<file path="src/rtl/decode_pkg.sv">
// decode_pkg: RV32I opcodes, funct3 names, ALU op codes and instruction formats shared by the decode stage.
package decode_pkg;
  localparam int XLEN = 32;
  localparam logic [6:0] OPC_OP     = 7'b0110011;
  localparam logic [6:0] OPC_OP_IMM = 7'b0010011;
  localparam logic [6:0] OPC_LOAD   = 7'b0000011;
  localparam logic [6:0] OPC_STORE  = 7'b0100011;
  localparam logic [6:0] OPC_BRANCH = 7'b1100011;
  localparam logic [6:0] OPC_JAL    = 7'b1101111;
  localparam logic [6:0] OPC_JALR   = 7'b1100111;
  localparam logic [6:0] OPC_LUI    = 7'b0110111;
  localparam logic [6:0] OPC_AUIPC  = 7'b0010111;
  localparam logic [2:0] F3_ADD  = 3'b000;
  localparam logic [2:0] F3_SLL  = 3'b001;
  localparam logic [2:0] F3_SLT  = 3'b010;
  localparam logic [2:0] F3_SLTU = 3'b011;
  localparam logic [2:0] F3_XOR  = 3'b100;
  localparam logic [2:0] F3_SR   = 3'b101;
  localparam logic [2:0] F3_OR   = 3'b110;
  localparam logic [2:0] F3_AND  = 3'b111;
  typedef enum logic [3:0] {
    ALU_ADD = 4'd0, ALU_SUB = 4'd1, ALU_SLL = 4'd2, ALU_SLT = 4'd3,
    ALU_SLTU = 4'd4, ALU_XOR = 4'd5, ALU_SRL = 4'd6, ALU_SRA = 4'd7,
    ALU_OR = 4'd8, ALU_AND = 4'd9, ALU_PASSB = 4'd10
  } aluop_e;
  typedef enum logic [2:0] {FMT_X, FMT_R, FMT_I, FMT_S, FMT_B, FMT_U, FMT_J} fmt_e;
  // alt is funct7[5]; only register-register ops may turn ADD into SUB
  function automatic aluop_e alu_arith(input logic [2:0] f3, input logic alt, input logic is_op);
    case (f3)
      F3_ADD:  return (alt && is_op) ? ALU_SUB : ALU_ADD;
      F3_SLL:  return ALU_SLL;
      F3_SLT:  return ALU_SLT;
      F3_SLTU: return ALU_SLTU;
      F3_XOR:  return ALU_XOR;
      F3_SR:   return alt ? ALU_SRA : ALU_SRL;
      F3_OR:   return ALU_OR;
      default: return ALU_AND;
    endcase
  endfunction
endpackage

</file>
<file path="src/rtl/decode_imm.sv">
// decode_imm: combinational sign-extended immediate generator for the selected instruction format.
module decode_imm
  import decode_pkg::*;
(
  input  logic [31:0]     ins,
  input  fmt_e            fmt,
  output logic [XLEN-1:0] imm
);
  always_comb begin
    imm = '0;
    case (fmt)
      FMT_I:   imm = {{20{ins[31]}}, ins[31:20]};
      FMT_S:   imm = {{20{ins[31]}}, ins[31:25], ins[11:7]};
      FMT_B:   imm = {{19{ins[31]}}, ins[31], ins[7], ins[30:25], ins[11:8], 1'b0};
      FMT_U:   imm = {ins[31:12], 12'b0};
      FMT_J:   imm = {{11{ins[31]}}, ins[31], ins[19:12], ins[20], ins[30:21], 1'b0};
      default: imm = '0;
    endcase
  end
endmodule

</file>
<file path="src/rtl/decode.sv">
// decode: RV32I decode stage; classifies the opcode, muxes register fields and immediate,
// selects the ALU op and registers everything for one cycle of latency.
module decode
  import decode_pkg::*;
(
  input  logic            clk,
  input  logic            rst_n,
  input  logic [31:0]     ins,
  output logic [4:0]      oprs1,
  output logic [4:0]      oprs2,
  output logic [4:0]      oprd,
  output logic [3:0]      aluop,
  output logic [XLEN-1:0] imm
);
  logic [6:0] opcode;
  logic [2:0] f3;
  logic       alt;
  fmt_e       fmt;
  aluop_e     aluop_d, aluop_q;
  logic [4:0] oprs1_d, oprs1_q, oprs2_d, oprs2_q, oprd_d, oprd_q;
  logic [XLEN-1:0] imm_d, imm_q;
  assign opcode = ins[6:0];
  assign f3     = ins[14:12];
  assign alt    = ins[30];
  always_comb begin
    fmt     = FMT_X;
    aluop_d = ALU_ADD;
    case (opcode)
      OPC_OP:     begin fmt = FMT_R; aluop_d = alu_arith(f3, alt, 1'b1); end
      OPC_OP_IMM: begin fmt = FMT_I; aluop_d = alu_arith(f3, alt, 1'b0); end
      OPC_LOAD:   fmt = FMT_I;
      OPC_JALR:   fmt = FMT_I;
      OPC_STORE:  fmt = FMT_S;
      OPC_BRANCH: begin fmt = FMT_B; aluop_d = f3[2] ? (f3[1] ? ALU_SLTU : ALU_SLT) : ALU_SUB; end
      OPC_JAL:    fmt = FMT_J;
      OPC_LUI:    begin fmt = FMT_U; aluop_d = ALU_PASSB; end
      OPC_AUIPC:  fmt = FMT_U;
      default:    fmt = FMT_X;
    endcase
  end
  always_comb begin
    oprs1_d = (fmt inside {FMT_R, FMT_I, FMT_S, FMT_B}) ? ins[19:15] : 5'd0;
    oprs2_d = (fmt inside {FMT_R, FMT_S, FMT_B}) ? ins[24:20] : 5'd0;
    oprd_d  = (fmt inside {FMT_R, FMT_I, FMT_U, FMT_J}) ? ins[11:7] : 5'd0;
  end
  decode_imm u_imm (.ins(ins), .fmt(fmt), .imm(imm_d));
  always_ff @(posedge clk or negedge rst_n) begin
    if (!rst_n) begin
      oprs1_q <= '0;
      oprs2_q <= '0;
      oprd_q  <= '0;
      imm_q   <= '0;
      aluop_q <= ALU_ADD;
    end else begin
      oprs1_q <= oprs1_d;
      oprs2_q <= oprs2_d;
      oprd_q  <= oprd_d;
      imm_q   <= imm_d;
      aluop_q <= aluop_d;
    end
  end
  assign oprs1 = oprs1_q;
  assign oprs2 = oprs2_q;
  assign oprd  = oprd_q;
  assign imm   = imm_q;
  assign aluop = aluop_q;
endmodule

</file>
<file path="config.mk">
export PLATFORM = sky130hd
export DESIGN_NAME = decode
export DESIGN_NICKNAME = d
export VERILOG_FILES = /design/src/rtl/decode_pkg.sv /design/src/rtl/decode_imm.sv /design/src/rtl/decode.sv
export SDC_FILE = /design/constraint.sdc
export NUM_CORES = 1
export LEC_CHECK = 0
export BUFFER_PORTS_ARGS = -buffer_cell sky130_fd_sc_hd__buf_2
export CORE_ASPECT_RATIO = 2
export CORE_UTILIZATION = 31
export DETAILED_ROUTE_END_ITERATION = 16
export SLEW_MARGIN = 20
export SYNTH_ARGS = -nofsm -noshare
export SYNTH_HDL_FRONTEND = slang
export SYNTH_SLANG_ARGS = --single-unit
</file>
<file path="constraint.sdc">
create_clock -name clk -period 0.8 [get_ports clk]
set_clock_uncertainty 0.05 [all_clocks]
set_input_delay 0.12 -clock clk [delete_from_list [all_inputs] [get_ports clk]]
set_output_delay 0.12 -clock clk [all_outputs]
set_load 0.01 [all_outputs]
</file>
==> summary.txt <==
Global routing
  – Met3 Use GR: 0.03212
  – Gr ovfl total: 0
  – Vias in the first global route: 1633
  – Met1 usage: 0.1495
  – Met2 Use GR: 0.2839
  – First-pass GRT wire length: 7631 um
  – Most Crowded Layer GR: met2
  – Gr usage total: 0.1528
  – Initial antenna violation count: 0
  – Largest net degree at the start of global routing: 25

Route
  – Initial DRC Count: 20
  – Drt wl/cell: 13.63 um
  – Detailed Route WL: 5072 um
  – Detailed Routing Iterations Pass 1: 4
  – Post-DRT Antenna Nets: 0
  – DR vias/cell: 4.548
  – Via count: 1692
  – Remaining DRCs: 0

Clock network
  – Total CTS buffers: 5
  – Root buf cell: clkbuf_16
  – H-Tree Depth: 2
  – Clock slew at reported path FFs: around 0.07 ns
  – CTS tree: done
  – Clock tree buffer depth: 2
  – CTS sink cnt: 51

Die
  – Ports: 85
  – CORE AREA: 6310 sq um
  – DIE AREA: about 7000 sq um
  – Cell Rows: 41
  – Die width: 59.30 um
  – Initial core utilization: 0.3226
  – Vert. Die Dim: 116.6 um

Placement
  – Dpl ws: -0.6579 ns
  – Detailed placement HPWL: between 3000 and 4000 um
  – Placed cell area: between 2000 and 3000 sq um
  – Routability cong.: 0.8721
  – Port-buffer cells: 84

Critical path
  – Worst Setup End Kind: flip-flop
  – Worst Setup Start Kind: input port
  – CP Cell Sequence: buf_6 -> or4_4 -> a211oi_2 -> buf_6 -> a21o_2
  – CP most frequent cell: buf_6
  – Crit path kind: in -> reg
  – Slowest stage cell, crit path: or4_4
  – Highest net fanout along the worst path: 11
  – Max incr delay on CP: 0.56 ns
  – Critical Path RT: around 1 ns
  – CP arrival: 1.28 ns

Logic synthesis
  – Syn_area_per_cell: 12.19 sq um
  – EDFF count, synth: 0
  – Unique masters post-synth: 35
  – Syn. warnings: 0
  – Cell count after synthesis: 167
  – Post-Synthesis Cell Area: around 2000 sq um
  – #FFs+latches synth: 51
  – Register area share after synthesis: 0.6269
  – Synth Flop Type: dfrtp_1
  – Syn Nets: 201
  – Synth async-reset ratio: 1.000

Hold path
  – Hold Path Cell Cnt: 2
  – Min-delay worst type: in -> reg
  – Hold Path End: imm[29]
  – Hold path startpoint: ins[29]

Power and ir drop
  – Power Density: roughly 1800 nW/um^2
  – Static leakage: approximately 1.8 nW
  – Peak supply drop: 0.9297 mV

Outcome
  – Failing checks: negative hold slack, negative setup slack
  – Status: complete, but fails checks

Cells and area
  – Fraction of layout cells with a size suffix above 1: 0.5350
  – ANT cells: 0
  – Nets: 319
  – Design area: roughly 3200 sq um
  – Synthesis-to-layout area growth: 56.24%

Timing
  – Fin. Hold Viols: 1
  – Final Setup Violations: 102
  – Final Max Tran Viols: 0
  – Fin crit share: 1.371
  – Worst-margin pin slew: 0.3354 ns
  – Hold slack: -0.0009428 ns
  – Setup TNS: -17.57 ns
  – Max Freq: between 900 and 1000 MHz
  – Fin worst setup slack: -0.2972 ns
  – Slew Limit Headroom: 0.7740
  – RSZ-0062 raised after global routing: yes
  – Fin crit period: 1.097 ns

Flow run
  – Max-cap violations: 0
[flip-flops by register name (all words and copies together) (netlist names)]
signal and flops:
oprs2 5, oprd 5, aluop 4, imm 32, oprs1 5
[worst max path at each step]
stage               startpoint  endpoint  slack, ns
floorplan               ins[6]   imm[23]      -0.55
global placement        ins[5]    imm[4]      -0.64
detailed placement      ins[5]    imm[3]      -0.66
CTS                     ins[5]   imm[11]      -0.30
global route            ins[5]   imm[25]      -0.34
finish                  ins[5]   imm[25]      -0.30
[repair_timing]
| action | CTS | global route |
|---|---|---|
| hold buffers | 5 | 0 |
| setup buffers | 4 | 0 |
| pin swaps | 13 | 9 |
| endpoints found under the setup margin | 102 | 102 |
| endpoints found under the hold margin | 63 | 0 |
| resized for setup | 21 | 7 |
[per-layer routing]
| metal | wire length [um] | share of wire |
|---|---|---|
| met3 | 246 | 0.049 |
| met4 | 132 | 0.026 |
| met1 | 1814 | 0.36 |
| met2 | 2879 | 0.57 |
| met5 | 0 | 0 |
[area by class of cell]
class                   count  area, sq um
clock inverters             2        38.79
multi-input cells         104        789.5
fillers                   605         3129
inverters                   3        11.26
repair buffers            120        818.3
flip-flops and latches     51         1276
clock buffers               6        138.9
well taps                  86        107.6
[power breakdown]
part | internal (mW) | switching, mW | total, mW
clock network | 1.57 | 0.912 | 2.48
registers | 2.62 | 0.0116 | 2.63
logic | 0.303 | 0.303 | 0.606
total | 4.49 | 1.23 | 5.72
[placed cells by master, fill, tap and decap left out, types with 2 or more instances in the layout]
cell | synthesis | final
buf_4 | 0 | 25
o21ai_0 | 6 | 3
clkbuf_16 | 0 | 5
and2_4 | 0 | 3
nand2_1 | 7 | 6
a21o_1 | 11 | 11
buf_2 | 4 | 72
buf_6 | 2 | 16
a21o_2 | 8 | 8
nor2_4 | 0 | 2
inv_1 | 3 | 3
a21oi_1 | 6 | 2
and2_1 | 23 | 20
o21ai_1 | 0 | 3
nand3_1 | 3 | 3
nor3_2 | 0 | 2
nor2_1 | 8 | 5
a32oi_1 | 3 | 3
dfrtp_1 | 51 | 51
a22o_1 | 6 | 6
a21oi_4 | 0 | 2
dlygate4sd3_1 | 0 | 5
buf_12 | 0 | 2
a21oi_2 | 1 | 3
[cells by family after synthesis]
group	count (synthesis)	synth area share
AO/OA/AOI/OAI	49	0.1832
AND/OR/NAND/NOR	53	0.1487
multiplexers	1	0.004917
XOR/XNOR	1	0.004303
flip-flops	51	0.6269
buffers and inverters	12	0.03196
[worst max-delay path, delay by kind of cell]
kind                   cells  cell delay [ns]
and+or+nand+nor            1             0.56
buffers and inverters      2             0.27
AOI/OAI and AO/OA          2             0.32
[through the flow]
stage                       util  cells  power (mW)
final                     0.5041    372       5.718
after global routing      0.5041    372       5.903
after CTS                 0.4983    372       5.764
after detailed placement  0.4414    355       3.212
after global placement    0.4414    355       3.205
after floorplan                -    167       2.901
[Yosys cell counts, types with 2 or more instances]
library cell | number | share of area
a21o_1 | 11 | 0.041
a21o_2 | 8 | 0.034
a21oi_1 | 6 | 0.015
a22o_1 | 6 | 0.026
a32oi_1 | 3 | 0.013
and2_1 | 23 | 0.071
and3_1 | 2 | 0.0061
buf_2 | 4 | 0.0098
buf_6 | 2 | 0.011
clkbuf_1 | 3 | 0.0055
dfrtp_1 | 51 | 0.63
inv_1 | 3 | 0.0055
nand2_1 | 7 | 0.013
nand3_1 | 3 | 0.0074
nor2_1 | 8 | 0.015
nor3_1 | 3 | 0.0074
o21ai_0 | 6 | 0.015
Note: power is estimated with default switching activity, not from simulation.
